## src/rtl/jam_cost_arbiter.sv

```systemverilog
// Round-robin arbiter sharing one synchronous job-cost memory between two search engines.
// Grants are held for up to BURST_LEN accepted reads so a permutation's lookups stay contiguous.
module jam_cost_arbiter #(
    parameter int unsigned BURST_LEN = 8,
    parameter int unsigned CW        = 7
) (
    input  logic          CLK,
    input  logic          RST_N,
    input  logic          req0,
    input  logic          req1,
    input  logic [2:0]    W0,
    input  logic [2:0]    W1,
    input  logic [2:0]    J0,
    input  logic [2:0]    J1,
    output logic          gnt0,
    output logic          gnt1,
    output logic [CW-1:0] Cost0,
    output logic [CW-1:0] Cost1,
    output logic          cvld0,
    output logic          cvld1,
    output logic          mem_en,
    output logic [2:0]    mem_W,
    output logic [2:0]    mem_J,
    input  logic [CW-1:0] mem_Cost
);

    typedef enum logic [1:0] {IDLE, GNT0, GNT1} state_t;

    localparam logic [2:0] BEAT_MAX = 3'(BURST_LEN - 1);

    state_t     state, state_nxt;
    logic [2:0] beat, beat_nxt;
    logic       last, last_nxt;
    logic       beat0, beat1, burst_end;

    always_ff @(posedge CLK or negedge RST_N) begin
        if (!RST_N) begin
            state <= IDLE;
            beat  <= '0;
            last  <= 1'b1;
            cvld0 <= 1'b0;
            cvld1 <= 1'b0;
        end else begin
            state <= state_nxt;
            beat  <= beat_nxt;
            last  <= last_nxt;
            cvld0 <= beat0;
            cvld1 <= beat1;
        end
    end

    always_comb begin
        beat0     = (state == GNT0) && req0;
        beat1     = (state == GNT1) && req1;
        burst_end = 1'b0;
        state_nxt = state;
        last_nxt  = last;
        case (state)
            IDLE: begin
                if (req0 && req1) state_nxt = last ? GNT0 : GNT1;
                else if (req0)    state_nxt = GNT0;
                else if (req1)    state_nxt = GNT1;
            end
            GNT0: begin
                burst_end = !req0 || (beat == BEAT_MAX);
                if (burst_end) begin
                    last_nxt = 1'b0;
                    if (req1)      state_nxt = GNT1;
                    else if (req0) state_nxt = GNT0;
                    else           state_nxt = IDLE;
                end
            end
            GNT1: begin
                burst_end = !req1 || (beat == BEAT_MAX);
                if (burst_end) begin
                    last_nxt = 1'b1;
                    if (req0)      state_nxt = GNT0;
                    else if (req1) state_nxt = GNT1;
                    else           state_nxt = IDLE;
                end
            end
            default: state_nxt = IDLE;
        endcase
        // A same-requester re-grant still starts a fresh burst count.
        if (burst_end || (state_nxt != state)) beat_nxt = '0;
        else if (beat0 || beat1)               beat_nxt = beat + 3'd1;
        else                                   beat_nxt = beat;
    end

    always_comb begin
        gnt0   = (state == GNT0);
        gnt1   = (state == GNT1);
        mem_en = beat0 || beat1;
        mem_W  = '0;
        mem_J  = '0;
        if (beat0) begin
            mem_W = W0;
            mem_J = J0;
        end else if (beat1) begin
            mem_W = W1;
            mem_J = J1;
        end
        Cost0 = mem_Cost & {CW{cvld0}};
        Cost1 = mem_Cost & {CW{cvld1}};
    end

endmodule

```

## config.mk

```make
export PLATFORM = sky130hd
export DESIGN_NAME = jam_cost_arbiter
export DESIGN_NICKNAME = d
export VERILOG_FILES = /design/src/rtl/jam_cost_arbiter.sv
export SDC_FILE = /design/constraint.sdc
export NUM_CORES = 1
export LEC_CHECK = 0
export ABC_CLOCK_PERIOD_IN_PS = 2900
export CAP_MARGIN = 20
export CORE_MARGIN = 1
export CORE_UTILIZATION = 39
export DETAILED_ROUTE_END_ITERATION = 8
export PLACE_DENSITY_LB_ADDON = 0.1
export SLEW_MARGIN = 30
export SYNTH_ARGS = -nofsm -noshare
export SYNTH_HDL_FRONTEND = slang
export SYNTH_SLANG_ARGS = --single-unit
```

## constraint.sdc

```tcl
create_clock -name CLK -period 2.9 [get_ports CLK]
set_input_delay 0.58 -clock CLK [delete_from_list [all_inputs] [get_ports CLK]]
set_output_delay 0.58 -clock CLK [all_outputs]
set_load 0.02 [all_outputs]
```

==> flow_metrics.py <==
metrics = {
    "global_routing": {
        "grt_pass1_wl_um": 3640,
        "grt_max_degree": 11,
        "overflow": 0,
        "antenna_found_initial": 0,
        "globalRouteTotalUtil_pct": 23.9,
        "grt_pass1_vias": 853,
    },
    "cells_and_area": {
        "drive_above_1_share_pct": 10.6,
        "syn_to_final_growth_pct": 75.0,
        "antenna_cells": 0,
        "fin_util_pct": 75.2,
        "final_nets": 181,
        "fin_area_um2": 1360,
    },
    "timing": {
        "fmax_mhz": 392,
        "grt_setup_unrepaired": "false",
        "period_needed_ns": 2.55,
        "slew_headroom_pct": 58.3,
        "fin_skew_ns": 0.00103,
        "setup_viol": 0,
        "fin_crit_sh_pct": 88.0,
        "tightest_slew_ns": 0.617,
        "setup_ws_ns": 0.347,
        "slew_violations": 0,
        "timing_hold_violations_final": 0,
        "tns_ns": 0,
    },
    "critical_path": {
        "cp_num_buf_inv": 3,
        "crit_type": "in -> out",
        "critPathMaxStageDelay_ns": 0.61,
        "path_depth": 5,
        "endpoint": "mem_en",
        "path_max_fanout": 4,
        "end_kind": "primary output",
        "timing.rr.start": "state[0]$_DFF_PN0_",
        "r2r_cells": 8,
        "path_cells": "clkdlybuf4s50_1 -> nand2_1 -> buf_4 -> nand2_1 -> clkdlybuf4s50_1",
        "crit_start": "req1",
        "r2r-end": "beat[0]$_DFFE_PN0P_",
        "cp.arrival_ns": 1.97,
        "r2r_setup_slack_ns": 0.77,
        "crit_required_ns": 2.32,
        "critPathSlowestCell": "clkdlybuf4s50_1",
        "startpoint_type": "input port",
        "cp_top_family": "buffers and inverters",
    },
    "drt": {
        "wl_per_cell_um": 13.6,
        "ant_nets": 0,
        "vias": 927,
        "drt_first_pass_iters": 4,
        "drt_iter0_drc": 18,
        "routed_wirelength_um": 2400,
        "vias_per_cell": 5.27,
        "drc": 0,
    },
    "clocking": {
        "path_clk_slew_ns": 0.05,
        "clkSinkCount": 8,
        "h-tree-depth": 1,
        "cts.path.max_buffers": 2,
        "clockRootBuffer": "clkbuf_4",
        "insertion_delay_ns": 0.26,
        "cts_buffers": 3,
        "cts_hold_buf": 0,
        "cts_tree": "done",
    },
    "floorplan": {
        "core_area_um2": 1800,
        "io_pins": 48,
        "die_x_um": 46.6,
        "rows": 15,
        "die_h_um": 46.6,
        "dieArea_um2": 2170,
        "initial_utilization_pct": 43.0,
    },
    "synth": {
        "yosysSeqAreaShare_pct": 26.0,
        "avgSynthCellArea_um2": 8.24,
        "synth-edff-count": 0,
        "ys_dominant_reg_cell": "dfrtp_1",
        "synth_fp_nets": 123,
        "synth_warnings": 0,
        "ys_types": 34,
        "ys_async_sr_fraction_pct": 100,
        "synth_cells": 94,
        "syn_area_um2": 774,
        "ys_ff_latch": 8,
    },
    "placement": {
        "port_buffers": 47,
        "pre_cts_ws_ns": 0.0251,
        "gp_congestion": 0.906,
        "placed_area_um2": 1310,
        "dp_hpwl_um": 1880,
    },
    "power": {
        "seqPwrFrac_pct": 19.7,
        "combPwrFrac_pct": 70.3,
        "power.total_w": 0.000930,
        "power.switching_w": 0.000417,
        "power.density_nw_per_um2": 686,
        "p_clk_share_pct": 10.0,
        "peakVddDrop_v": 0.000661,
        "swShare_pct": 44.8,
        "p_leak_nw": 0.689,
        "intPower_w": 0.000513,
    },
    "worst_hold_path": {
        "min_path_type": "reg -> reg",
        "hp-start": "last$_DFFE_PN1P_",
        "min_path_cells": 2,
    },
    "status": {
        "status": "completed",
    },
    "job": {
        "maxCapViolCount": 0,
    },
}
## through the flow
stage	hold slack, ns	cells
final	0.565	176
after global routing	0.592	176
after CTS	0.563	176
after detailed placement	0.554	172
after global placement	0.535	172
after floorplan	0.284	94
## cells in the mapped netlist, types with 2 or more instances
| library cell | instances | area, um^2 |
|---|---|---|
| a22o_1 | 6 | 52.6 |
| nand2_1 | 7 | 26.3 |
| and2_1 | 14 | 87.6 |
| buf_6 | 2 | 22.5 |
| ha_1 | 6 | 75.1 |
| o21ai_0 | 3 | 15.0 |
| inv_1 | 5 | 18.8 |
| a21oi_1 | 4 | 20.0 |
| dfrtp_1 | 7 | 175 |
| mux2i_1 | 3 | 30.0 |
| o22ai_1 | 2 | 12.5 |
| nor3_1 | 3 | 15.0 |
| nor2_1 | 10 | 37.5 |
| o21a_1 | 2 | 15.0 |
## power by group through the flow
stage               logic, W  clock network [W]  registers, W
floorplan           0.000379                  0      0.000187
detailed placement  0.000653                  0      0.000184
global placement    0.000636                  0      0.000181
global route        0.000710           0.000100      0.000189
CTS                 0.000656          0.0000962      0.000181
finish              0.000654          0.0000928      0.000183
## sequential cells by signal, indices dropped and copies added (netlist names)
| register | count |
|---|---|
| cvld1 | 1 |
| cvld0 | 1 |
| state | 2 |
| beat | 3 |
| last | 1 |
## layer usage
metal	track usage, %	part of all wire (%)	vias to the layer above
met5	0	0	-
met4	8.82	1.5	0
met3	3.92	7.6	7
met2	42.2	51	41
met1	28.4	40	428
li1	-	-	451
## cells in the final DEF (no fill, tap or decap), types with 2 or more instances in the layout
| master | netlist | routed |
|---|---|---|
| a21oi_1 | 4 | 4 |
| dfrtp_1 | 7 | 7 |
| nand2_1 | 7 | 7 |
| o21a_1 | 2 | 2 |
| o21ai_0 | 3 | 3 |
| ha_1 | 6 | 6 |
| dlymetal6s2s_1 | 0 | 6 |
| a22o_1 | 6 | 6 |
| mux2i_1 | 3 | 3 |
| clkbuf_4 | 0 | 3 |
| o22ai_1 | 2 | 2 |
| clkdlybuf4s50_1 | 0 | 41 |
| inv_1 | 5 | 5 |
| and2_1 | 14 | 14 |
| nor3_1 | 3 | 3 |
| nor2_1 | 10 | 10 |
| buf_4 | 1 | 9 |
## cell families (layout without fill, tap and decap cells)
family | count (synthesis) | after routing | share of synthesized area, %
xor+xnor | 1 | 1 | 1.13
mux | 3 | 3 | 3.88
buf+inv | 10 | 67 | 7.27
flops | 8 | 8 | 26.0
compound gates | 25 | 25 | 23.6
fa+ha+maj | 6 | 6 | 9.69
simple gates | 41 | 41 | 28.4
## worst min-delay path by stage
stage | to | slack, ns
after detailed placement | last$_DFFE_PN1P_ | 0.55
after floorplan | beat[0]$_DFFE_PN0P_ | 0.28
final | last$_DFFE_PN1P_ | 0.56
after CTS | last$_DFFE_PN1P_ | 0.56
after global placement | last$_DFFE_PN1P_ | 0.54
after global routing | last$_DFFE_PN1P_ | 0.59
## worst register-to-register path, stage by stage (launching register included)
cell and delay, ns:
dfrtp_1 0.49, inv_1 0.13, ha_1 0.23, buf_4 0.16, a21oi_1 0.12, o311ai_1 0.14, or4_1 0.55, nand4_2 0.11
nor3_1 0.07
## layout make-up
type | count | area [um^2]
Timing Repair Buffer | 56 | 553
Tap cell | 25 | 31.3
Inverter | 7 | 26.3
Multi-Input combinational cell | 76 | 517
Sequential cell | 8 | 201
Fill cell | 141 | 447
Clock buffer | 4 | 26.3
## what timing repair did
| action | CTS | global route |
|---|---|---|
| endpoints found under the setup margin | 0 | 6 |
| gates resized for setup | 0 | 6 |
| buffers inserted | 0 | 0 |
No activity file was read; power rests on OpenSTA's default activity.
